File: src/rtl/timer_dev_pkg.sv
// timer_dev_pkg: shared definitions for the memory-mapped countdown timer.
// FSM state encoding, register word offsets, CTRL bit positions and MODE codes.
package timer_dev_pkg;

   typedef enum logic [1:0] {
      ST_IDLE = 2'd0,
      ST_LOAD = 2'd1,
      ST_CNT  = 2'd2,
      ST_INT  = 2'd3
   } state_t;

   // Word offsets (byte address bits [3:2])
   localparam logic [1:0] OFF_CTRL   = 2'd0;
   localparam logic [1:0] OFF_PRESET = 2'd1;
   localparam logic [1:0] OFF_COUNT  = 2'd2;
   localparam logic [1:0] OFF_RSVD   = 2'd3;

   // CTRL field positions
   localparam int CTRL_EN_BIT   = 0;
   localparam int CTRL_MODE_LSB = 1;
   localparam int CTRL_MODE_MSB = 2;
   localparam int CTRL_IM_BIT   = 3;

   // MODE encodings; 1x behaves as one-shot
   localparam logic [1:0] MODE_ONESHOT = 2'b00;
   localparam logic [1:0] MODE_RELOAD  = 2'b01;

   function automatic logic is_reload(input logic [1:0] mode);
      return (mode == MODE_RELOAD);
   endfunction

endpackage

File: src/rtl/timer_dev.sv
// timer_dev: 32-bit countdown timer with CTRL/PRESET/COUNT registers and an
// interrupt request. Optional feature macro: TIMER_AUTORELOAD_EN enables
// MODE 01 auto-reload; without it MODE reads 00 and every expiry is one-shot.
// Register file and FSM live together because EN and pending are updated by
// both software writes and the FSM with a fixed priority.
module timer_dev
   import timer_dev_pkg::*;
(
   input  logic        clk,
   input  logic        rst,
   input  logic [1:0]  addr,
   input  logic        we,
   input  logic [31:0] wdata,
   output logic [31:0] rdata,
   output logic        irq
);

   state_t      state_reg;
   state_t      state_next;

   logic        ctrl_en_reg;
   logic        ctrl_im_reg;
   logic [1:0]  ctrl_mode;
   logic [31:0] preset_reg;
   logic [31:0] count_reg;
   logic        pending_reg;

   logic        wr_ctrl;
   logic        wr_preset;
   logic        reload_active;

   // FSM command outputs
   logic        load_count;
   logic        dec_count;
   logic        zero_count;
   logic        set_pending;
   logic        fsm_clr_en;

   assign wr_ctrl   = we && (addr == OFF_CTRL);
   assign wr_preset = we && (addr == OFF_PRESET);

`ifdef TIMER_AUTORELOAD_EN
   logic [1:0] ctrl_mode_reg;

   // MODE field is stored as written; only 01 selects reload
   always_ff @(posedge clk) begin
      if (rst) begin
         ctrl_mode_reg <= MODE_ONESHOT;
      end else if (wr_ctrl) begin
         ctrl_mode_reg <= wdata[CTRL_MODE_MSB:CTRL_MODE_LSB];
      end
   end

   assign ctrl_mode     = ctrl_mode_reg;
   assign reload_active = is_reload(ctrl_mode_reg);
`else
   assign ctrl_mode     = MODE_ONESHOT;
   assign reload_active = 1'b0;
`endif

   // State register
   always_ff @(posedge clk) begin
      if (rst) begin
         state_reg <= ST_IDLE;
      end else begin
         state_reg <= state_next;
      end
   end

   // Next-state logic; EN is sampled from the register, so a cleared EN is
   // honoured one cycle after the write that cleared it
   always_comb begin
      state_next = state_reg;
      case (state_reg)
         ST_IDLE: begin
            if (ctrl_en_reg) state_next = ST_LOAD;
         end
         ST_LOAD: begin
            state_next = ctrl_en_reg ? ST_CNT : ST_IDLE;
         end
         ST_CNT: begin
            if (!ctrl_en_reg) begin
               state_next = ST_IDLE;
            end else if (count_reg <= 32'd1) begin
               state_next = ST_INT;
            end
         end
         ST_INT: begin
            state_next = (ctrl_en_reg && reload_active) ? ST_LOAD : ST_IDLE;
         end
         default: state_next = ST_IDLE;
      endcase
   end

   // FSM command decode: counter load/decrement, expiry, one-shot EN clear
   always_comb begin
      load_count  = 1'b0;
      dec_count   = 1'b0;
      zero_count  = 1'b0;
      set_pending = 1'b0;
      fsm_clr_en  = 1'b0;
      case (state_reg)
         ST_LOAD: begin
            load_count = ctrl_en_reg;
         end
         ST_CNT: begin
            if (ctrl_en_reg) begin
               if (count_reg > 32'd1) begin
                  dec_count = 1'b1;
               end else begin
                  // COUNT of 1 drops to 0; COUNT of 0 stays (no wrap)
                  zero_count  = 1'b1;
                  set_pending = 1'b1;
               end
            end
         end
         ST_INT: begin
            fsm_clr_en = ctrl_en_reg && !reload_active;
         end
         default: ;
      endcase
   end

   // CTRL.EN / CTRL.IM; a software write beats the FSM's one-shot clear
   always_ff @(posedge clk) begin
      if (rst) begin
         ctrl_en_reg <= 1'b0;
         ctrl_im_reg <= 1'b0;
      end else if (wr_ctrl) begin
         ctrl_en_reg <= wdata[CTRL_EN_BIT];
         ctrl_im_reg <= wdata[CTRL_IM_BIT];
      end else if (fsm_clr_en) begin
         ctrl_en_reg <= 1'b0;
      end
   end

   // PRESET register; only copied into COUNT in LOAD
   always_ff @(posedge clk) begin
      if (rst) begin
         preset_reg <= '0;
      end else if (wr_preset) begin
         preset_reg <= wdata;
      end
   end

   // COUNT register, driven only by the FSM
   always_ff @(posedge clk) begin
      if (rst) begin
         count_reg <= '0;
      end else if (load_count) begin
         count_reg <= preset_reg;
      end else if (dec_count) begin
         count_reg <= count_reg - 32'd1;
      end else if (zero_count) begin
         count_reg <= '0;
      end
   end

   // Sticky pending flag; a new expiry wins over a same-edge clearing write
   always_ff @(posedge clk) begin
      if (rst) begin
         pending_reg <= 1'b0;
      end else if (set_pending) begin
         pending_reg <= 1'b1;
      end else if (wr_ctrl || wr_preset) begin
         pending_reg <= 1'b0;
      end
   end

   // Combinational read mux
   always_comb begin
      rdata = '0;
      case (addr)
         OFF_CTRL: begin
            rdata[CTRL_EN_BIT]                 = ctrl_en_reg;
            rdata[CTRL_MODE_MSB:CTRL_MODE_LSB] = ctrl_mode;
            rdata[CTRL_IM_BIT]                 = ctrl_im_reg;
         end
         OFF_PRESET: rdata = preset_reg;
         OFF_COUNT:  rdata = count_reg;
         default:    rdata = '0;
      endcase
   end

   assign irq = pending_reg && ctrl_im_reg;

endmodule

File: config.mk
export PLATFORM = sky130hd
export DESIGN_NAME = timer_dev
export DESIGN_NICKNAME = d
export VERILOG_FILES = /design/src/rtl/timer_dev_pkg.sv /design/src/rtl/timer_dev.sv
export SDC_FILE = /design/constraint.sdc
export NUM_CORES = 1
export LEC_CHECK = 0
export BUFFER_PORTS_ARGS = -buffer_cell sky130_fd_sc_hd__clkbuf_2
export CAP_MARGIN = 40
export CORE_ASPECT_RATIO = 1.1
export CORE_MARGIN = 2
export CORE_UTILIZATION = 40
export CTS_BUF_LIST = sky130_fd_sc_hd__clkbuf_8
export DETAILED_ROUTE_END_ITERATION = 12
export SETUP_SLACK_MARGIN = 0.2
export SLEW_MARGIN = 20
export SYNTH_ARGS = -nofsm -noshare
export SYNTH_HDL_FRONTEND = slang
export SYNTH_SLANG_ARGS = --single-unit
File: constraint.sdc
create_clock -name clk -period 2.8 [get_ports clk]
set_input_delay 0.56 -clock clk [delete_from_list [all_inputs] [get_ports clk]]
set_output_delay 0.56 -clock clk [all_outputs]
set_load 0.01 [all_outputs]
======== Yosys cells after proc, flatten, opt, wreduce, memory -nomap -nowiden ========
Cells that the tools add are included.
storage, ports and cells
  flip-flop bits (word level) ............. 69
cells by class
  add/subtract/negate cells ............... 1
  $lt $le $gt $ge ......................... 2
  equality and inequality tests ........... 7
  mux-type cells .......................... 22
  reduce and logical (&&, ||, !) cells .... 10
operators with widths
  operator                 count
  $mux W32                 3
  $pmux W28 S2             1
  $gt A32 B1 Y1 const B    1
  $le A32 B1 Y1 const B    1
  $sub A32 B1 Y32 const B  1
  $mux W1                  12
  $pmux W4 S3              1
  $mux W2                  4
  $pmux W2 S4              1
  $eq A2 B2 Y1 const B     3
  $eq A2 B1 Y1 const B     2
  $logic_not A2 Y1         2
  $reduce_bool A2 Y1       2
  $logic_and A1 B1 Y1      3
  $ne A3 B3 Y1 const B     1
  $reduce_bool A3 Y1       1
  $ne A2 B2 Y1 const B     1
  $reduce_and A2 Y1        1
  $logic_or A1 B1 Y1       1

======== Longest topological paths before layout ========
Gate-level depths: netlist (run 1).
  depth after elaboration ................. 7
  depth in mapped cells ................... 8
  mapped depth without buffers ............ 7

======== Worst setup path before layout (run 1) ========
Ideal clock, no wire load.
  path kind ............................... reg2reg
  from .................................... register count_reg[23]
  to ...................................... register count_reg[30]
  setup time .............................. 0.067 ns
  data arrival time ....................... 2.228 ns
  path slack .............................. 0.505 ns
  stages on the path, launching flop included .. 6
  buffers on the path ..................... 0
  path through ............................ dfxtp_1 -> or4_4 -> or3_1 -> or4_4 -> o41a_1 -> a21oi_2
on the way
  cells in the longest elaborated chain, start to end .. 6
RTL lines
  item                      line              RTL
  start: declaration        timer_dev.sv:25   logic [31:0] count_reg;
  start signal: assignment  timer_dev.sv:151  count_reg <= preset_reg;
  start signal: assignment  timer_dev.sv:153  count_reg <= count_reg - 32'd1;
  $gt A32 B1 Y1             timer_dev.sv:108  if (count_reg > 32'd1) begin
  $mux W1                   timer_dev.sv:108
  $mux W1                   timer_dev.sv:107  if (ctrl_en_reg) begin
  $mux W1                   timer_dev.sv:102  case (state_reg)
  $mux W32                  timer_dev.sv:152  end else if (dec_count) begin
  $mux W32                  timer_dev.sv:150  end else if (load_count) begin
Several ways; a longest one is shown, not always the timed one.
A chain may end at the register's enable or synchronous reset.

======== Final worst setup path (run 1) ========
  from .................................... register count_reg[16]
  to ...................................... register count_reg[30]
The elaborated chain is that of the path after synthesis.

==> metrics, run 1 <==
status=finished, final reports clean; hold crit path type=input port to flop; post-synthesis cell area=just under 4000 um^2; total wire length=between 10000 and 15000 um; clk slew on worst S/H paths=0.07 ns; Startpoint Class=flop; TritonCTS clock tree=built; CTS H-Tree Depth=3; root buf cell=clkbuf_8; Top Ports=70; Slew headroom=52.0%; Worst Tran Pin Value=0.720 ns; fin worst setup slack=0.396 ns; RR Endpoint=count_reg[30]; DPL Wire Length=7760 um; Layout area overhead=16.9%; ys flop type=dfxtp_1; RSZ-0062 raised after global routing=false; Clock Sinks=69; # Post-CTS Setup Buffers=0; Crit Path Max Fanout=11; syn_area_per_cell=7.65 um^2; reg2reg setup slack=just under 0.4 ns; Worst Reg2Reg Path Length in Cells=5; fin. max-slew vios=0; Layout fillers=1008; Post-DRT Antenna Nets=0; drt via density=about 5.8; most common cell after layout, fill and taps aside=nand2_1; yosys warns=0; sequential area share after synthesis=35.6%; cts hold-fix bufs=0; clock skew=0.00807 ns; PwrDens=411 nW/um^2; n_diodes=0; most frequent cells in the layout=82 x nand2_1, 69 x dfxtp_1, 69 x clkbuf_2, 59 x a21oi_1, 56 x a22oi_1; detailed-route via count=3961; Initial DRT Pass Iterations=5; Fin Setup TNS=0 ns; Post-synth EDFFs=0; row count=37; syn nets=550; pre-CTS worst setup slack=0.421 ns; Net count, final=606; worst endpoint data arrival time=approximately 2.7 ns; wire per inst=~17 um; RR Startpoint=count_reg[16]; hold path depth=3; IO Port Bufs=69; pin count of the biggest net entering global routing=33; Crit path required time=3.10 ns; GPL Wtd Cong=between 0.8 and 0.9; die height=107 um; share of post-route cells with drive strength above 1=20.5%; fin crit period=~2.4 ns; Async SR Flop Fraction=0%; GRT overflow=0; Initial DRC Count=246; number of distinct library cells after synthesis=47; Core ar.=9400 um^2; CP max stage delay=0.53 ns; final setup fails=0; die area=10500 um^2; VDD IR max=0.000237 V; Die Wd=97.9 um; drc violations=0; Global Route Usage Sum=22.4%; CP Cell Sequence=or3_1 > or2_1 > or4_4 > o41a_1 > a21oi_2; vias in the first global route=approximately 3800; CTS max path bufs=2; Pleak=1.75 nW; Seq cells post-synth=69; CTS buffer count=9; final hold viol count=0; initial antenna violation count=0; Mapped Cells=just over 500; first-pass GRT wire length=18900 um; crit share post-route=85.9%; Final Cell Area=4530 um^2; worst hold endpoint=preset_reg[10]; DP Area=approximately 4400 um^2; CP max stage cell=or4_4; Max Clk Rate=416 MHz; starting density of the core=41.2%; Max Cap Viol=0; clock latency on the worst-skew pair=0.36 ns; min-delay src=wdata[10]; post-CTS resize count=0; WS Path Type=flop to flop; Worst setup EP type=flop
[critical path, delay by kind of cell (launching register included)]
kind             cells  cell delay, ns
AO/OA/AOI/OAI        2            0.52
flip-flops           1            0.37
AND/OR/NAND/NOR      3            1.45
[metrics by stage]
stage          hold slack [ns]  instances  power, mW  util, %
6_report                 0.411        684       1.86     48.2
5_1_grt                  0.403        684       1.95     48.2
4_1_cts                  0.404        684       1.89     48.2
3_5_place_dp             0.461        669       1.19     46.5
3_3_place_gp             0.457        669       1.18     46.5
2_1_floorplan            0.444        507       1.12        -
[cell usage after synthesis, drive strengths merged, types with 4 or more instances]
cell,instances,area (um^2)
nor2,16,60.1
or2,7,43.8
o41ai,4,35.0
ha,6,75.1
dfxtp,69,1380
clkbuf,45,169
o22ai,9,56.3
nor4,13,81.3
a31oi,4,25.0
o21ai,7,35.0
a21oi,60,304
nand2,82,308
xnor2,9,78.8
nor3,15,75.1
inv,5,18.8
a22oi,56,420
or4,7,60.1
nand3,11,55.1
nor2b,30,188
[area by class of cell]
| type | instances | area, um^2 | area share (%) |
|---|---|---|---|
| flip-flops and latches | 69 | 1380 | 30.5 |
| well taps | 117 | 146 | 3.23 |
| clock inverters | 5 | 21.3 | 0.469 |
| repair buffers | 93 | 526 | 11.6 |
| clock buffers | 10 | 138 | 3.04 |
| inverters | 5 | 18.8 | 0.414 |
| multi-input cells | 385 | 2300 | 50.8 |
[worst max-delay path by stage]
stage	slack [ns]	cells after the start	endpoint	startpoint
6_report	0.40	5	count_reg[30]	count_reg[16]
5_1_grt	0.23	5	state_reg[0]	count_reg[4]
4_1_cts	0.40	5	count_reg[30]	count_reg[16]
3_5_place_dp	0.42	6	rdata[28]	addr[0]
3_3_place_gp	0.44	6	rdata[18]	addr[0]
2_1_floorplan	0.50	5	count_reg[30]	count_reg[23]
[logic make-up after synthesis]
kind of cell	share of synthesized area, %
DFF	35.6
AOI/OAI and AO/OA	27.6
buffers and inverters	5.13
and+or+nand+nor	27.5
adders and majority gates	1.94
xor gates and xnor gates	2.26
[power by group]
part | total, mW | internal [mW] | switching (mW)
Clock | 0.702 | 0.328 | 0.374
Combinational | 0.149 | 0.0600 | 0.0894
Sequential | 1.01 | 0.998 | 0.0154
Total | 1.86 | 1.39 | 0.479
[per-layer routing]
layer | track usage, % | share of wire [%] | up-vias
met5 | 0 | 0 | -
li1 | - | - | 1969
met2 | 38.4 | 49 | 96
met4 | 9.42 | 2.1 | 0
met1 | 27.9 | 44 | 1881
met3 | 3.59 | 4.2 | 15
Note: power is estimated with default switching activity, not from simulation.
==> run 2: changes to the inputs <==
--- a/config.mk
+++ b/config.mk
@@ -12,6 +12,7 @@
 export CORE_UTILIZATION = 40
 export CTS_BUF_LIST = sky130_fd_sc_hd__clkbuf_8
 export DETAILED_ROUTE_END_ITERATION = 12
+export RECOVER_POWER = 50
 export SETUP_SLACK_MARGIN = 0.2
 export SLEW_MARGIN = 20
 export SYNTH_ARGS = -nofsm -noshare
==> run 2 against run 1 <==
  * The run now ends with capacitance limit, slew limit left
  * Clock power hardly changed
  * Sequential share of layout area is 0.084 points higher
  * Sequential power hardly changed
  * Final cell count stayed put
  * Clock-buffer cell count stayed put
  * Largest cell class unchanged
  * Critical path depth stayed put
  * Wire length hardly changed
  * First-iteration DRC count is 4.9% higher
  * Combinational power hardly changed
==> metrics, run 2 (synthesized netlist as in run 1, its figures left out) <==
CTS max path bufs=2; WS Path Type=flop to flop; Global Route Usage Sum=22.4%; most common cell after layout, fill and taps aside=nand2_1; initial antenna violation count=0; post-CTS resize count=0; crit share post-route=86.0%; Pleak=about 1.7 nW; Max Cap Viol=1; Max Clk Rate=around 420 MHz; VDD IR max=0.000237 V; Worst Reg2Reg Path Length in Cells=5; min-delay src=wdata[10]; CP max stage cell=or4_4; CP max stage delay=around 0.53 ns; TritonCTS clock tree=built; RSZ-0062 raised after global routing=false; Initial DRC Count=258; hold crit path type=input port to flop; Clock Sinks=69; Power, Total=1.86 mW; starting density of the core=41.2%; wire per inst=16.6 um; failing checks=capacitance limit, slew limit; Top delay family on crit path=simple AND/OR/NAND/NOR gates; Crit Path Max Fanout=11; fin. max-slew vios=31; Startpoint Class=flop; IO Port Bufs=69; CTS buffer count=9; die area=10500 um^2; # Post-CTS Setup Buffers=0; row count=37; Final Cell Area=4520 um^2; Initial DRT Pass Iterations=4; die height=107 um; most frequent cells in the layout=82 x nand2_1, 69 x dfxtp_1, 68 x clkbuf_2, 59 x a21oi_1, 56 x a22oi_1; Post-DRT Antenna Nets=0; Worst setup EP type=flop; DPL Wire Length=around 7800 um; final hold viol count=0; GPL Wtd Cong=between 0.8 and 0.9; vias in the first global route=3809; Buffers & Inverters on Critical Path=0; PwrDens=413 nW/um^2; status=finished, violations left; drt via density=5.80; clk slew on worst S/H paths=0.07 ns; n_diodes=0; cts hold-fix bufs=0; CP Cell Sequence=or3_1 > or2_1 > or4_4 > o41a_1 > a21oi_2; fin crit period=2.41 ns; Top Ports=70; pin count of the biggest net entering global routing=33; Core ar.=9400 um^2; drc violations=0; final setup fails=0; worst hold endpoint=preset_reg[10]; Worst Tran Pin Value=1.53 ns; Slew headroom=-1.91%; worst endpoint data arrival time=2.70 ns; cell depth of the worst setup path=5; total wire length=11400 um; detailed-route via count=between 3000 and 4000; CTS H-Tree Depth=3; clock latency on the worst-skew pair=0.36 ns; Fin Setup TNS=0 ns; RR Endpoint=count_reg[30]; Die Wd=97.9 um; share of post-route cells with drive strength above 1=19.8%; GRT overflow=0; clock skew=0.00811 ns; first-pass GRT wire length=around 19000 um; Net count, final=606; Layout area overhead=16.6%; Util after Layout=approximately half; reg2reg setup slack=between 0.3 and 0.4 ns; RR Startpoint=count_reg[16]; Crit path required time=3.09 ns; DP Area=4370 um^2; root buf cell=clkbuf_8; hold path depth=3
## run 2: per-stage QoR
| stage | hold WS, ns | worst slack [ns] | instances |
|---|---|---|---|
| 4_1_cts | 0.404 | 0.404 | 684 |
| 3_5_place_dp | 0.461 | 0.421 | 669 |
| 5_1_grt | 0.403 | 0.226 | 684 |
| 6_report | 0.410 | 0.391 | 684 |
| 3_3_place_gp | 0.457 | 0.435 | 669 |
| 2_1_floorplan | 0.444 | 0.505 | 507 |
## run 2: metal layers
metal / routed length, um / GRT usage, %
met1: 5040 / 27.9
met2: 5640 / 38.4
met3: 466 / 3.59
met4: 235 / 9.42
met5: 0 / 0
## run 2: power breakdown
group          switching [mW]  internal [mW]  leakage, nW  total, mW
logic                  0.0894         0.0588         1.08      0.148
registers              0.0153          0.998        0.558       1.01
clock network           0.376          0.328       0.0957      0.704
## run 2: area by class of cell
class                      count  area, um^2
fill                        1013        4880
tap                          117         146
timing repair buffer          93         513
inverter                       5        18.8
multi-input combinational    385        2300
clock inverter                 5        21.3
sequential                    69        1380
clock buffer                  10         138
## run 2: worst min-delay path: stages
cell	delay (ns)
clkbuf_2	0.08
nand2_1	0.04
a21oi_1	0.05
## run 2: how the worst max path moves through the flow
stage	startpoint	endpoint
final	count_reg[16]	count_reg[30]
after global routing	count_reg[4]	state_reg[0]
after CTS	count_reg[16]	count_reg[30]
after detailed placement	addr[0]	rdata[28]
after global placement	addr[0]	rdata[18]
after floorplan	count_reg[23]	count_reg[30]
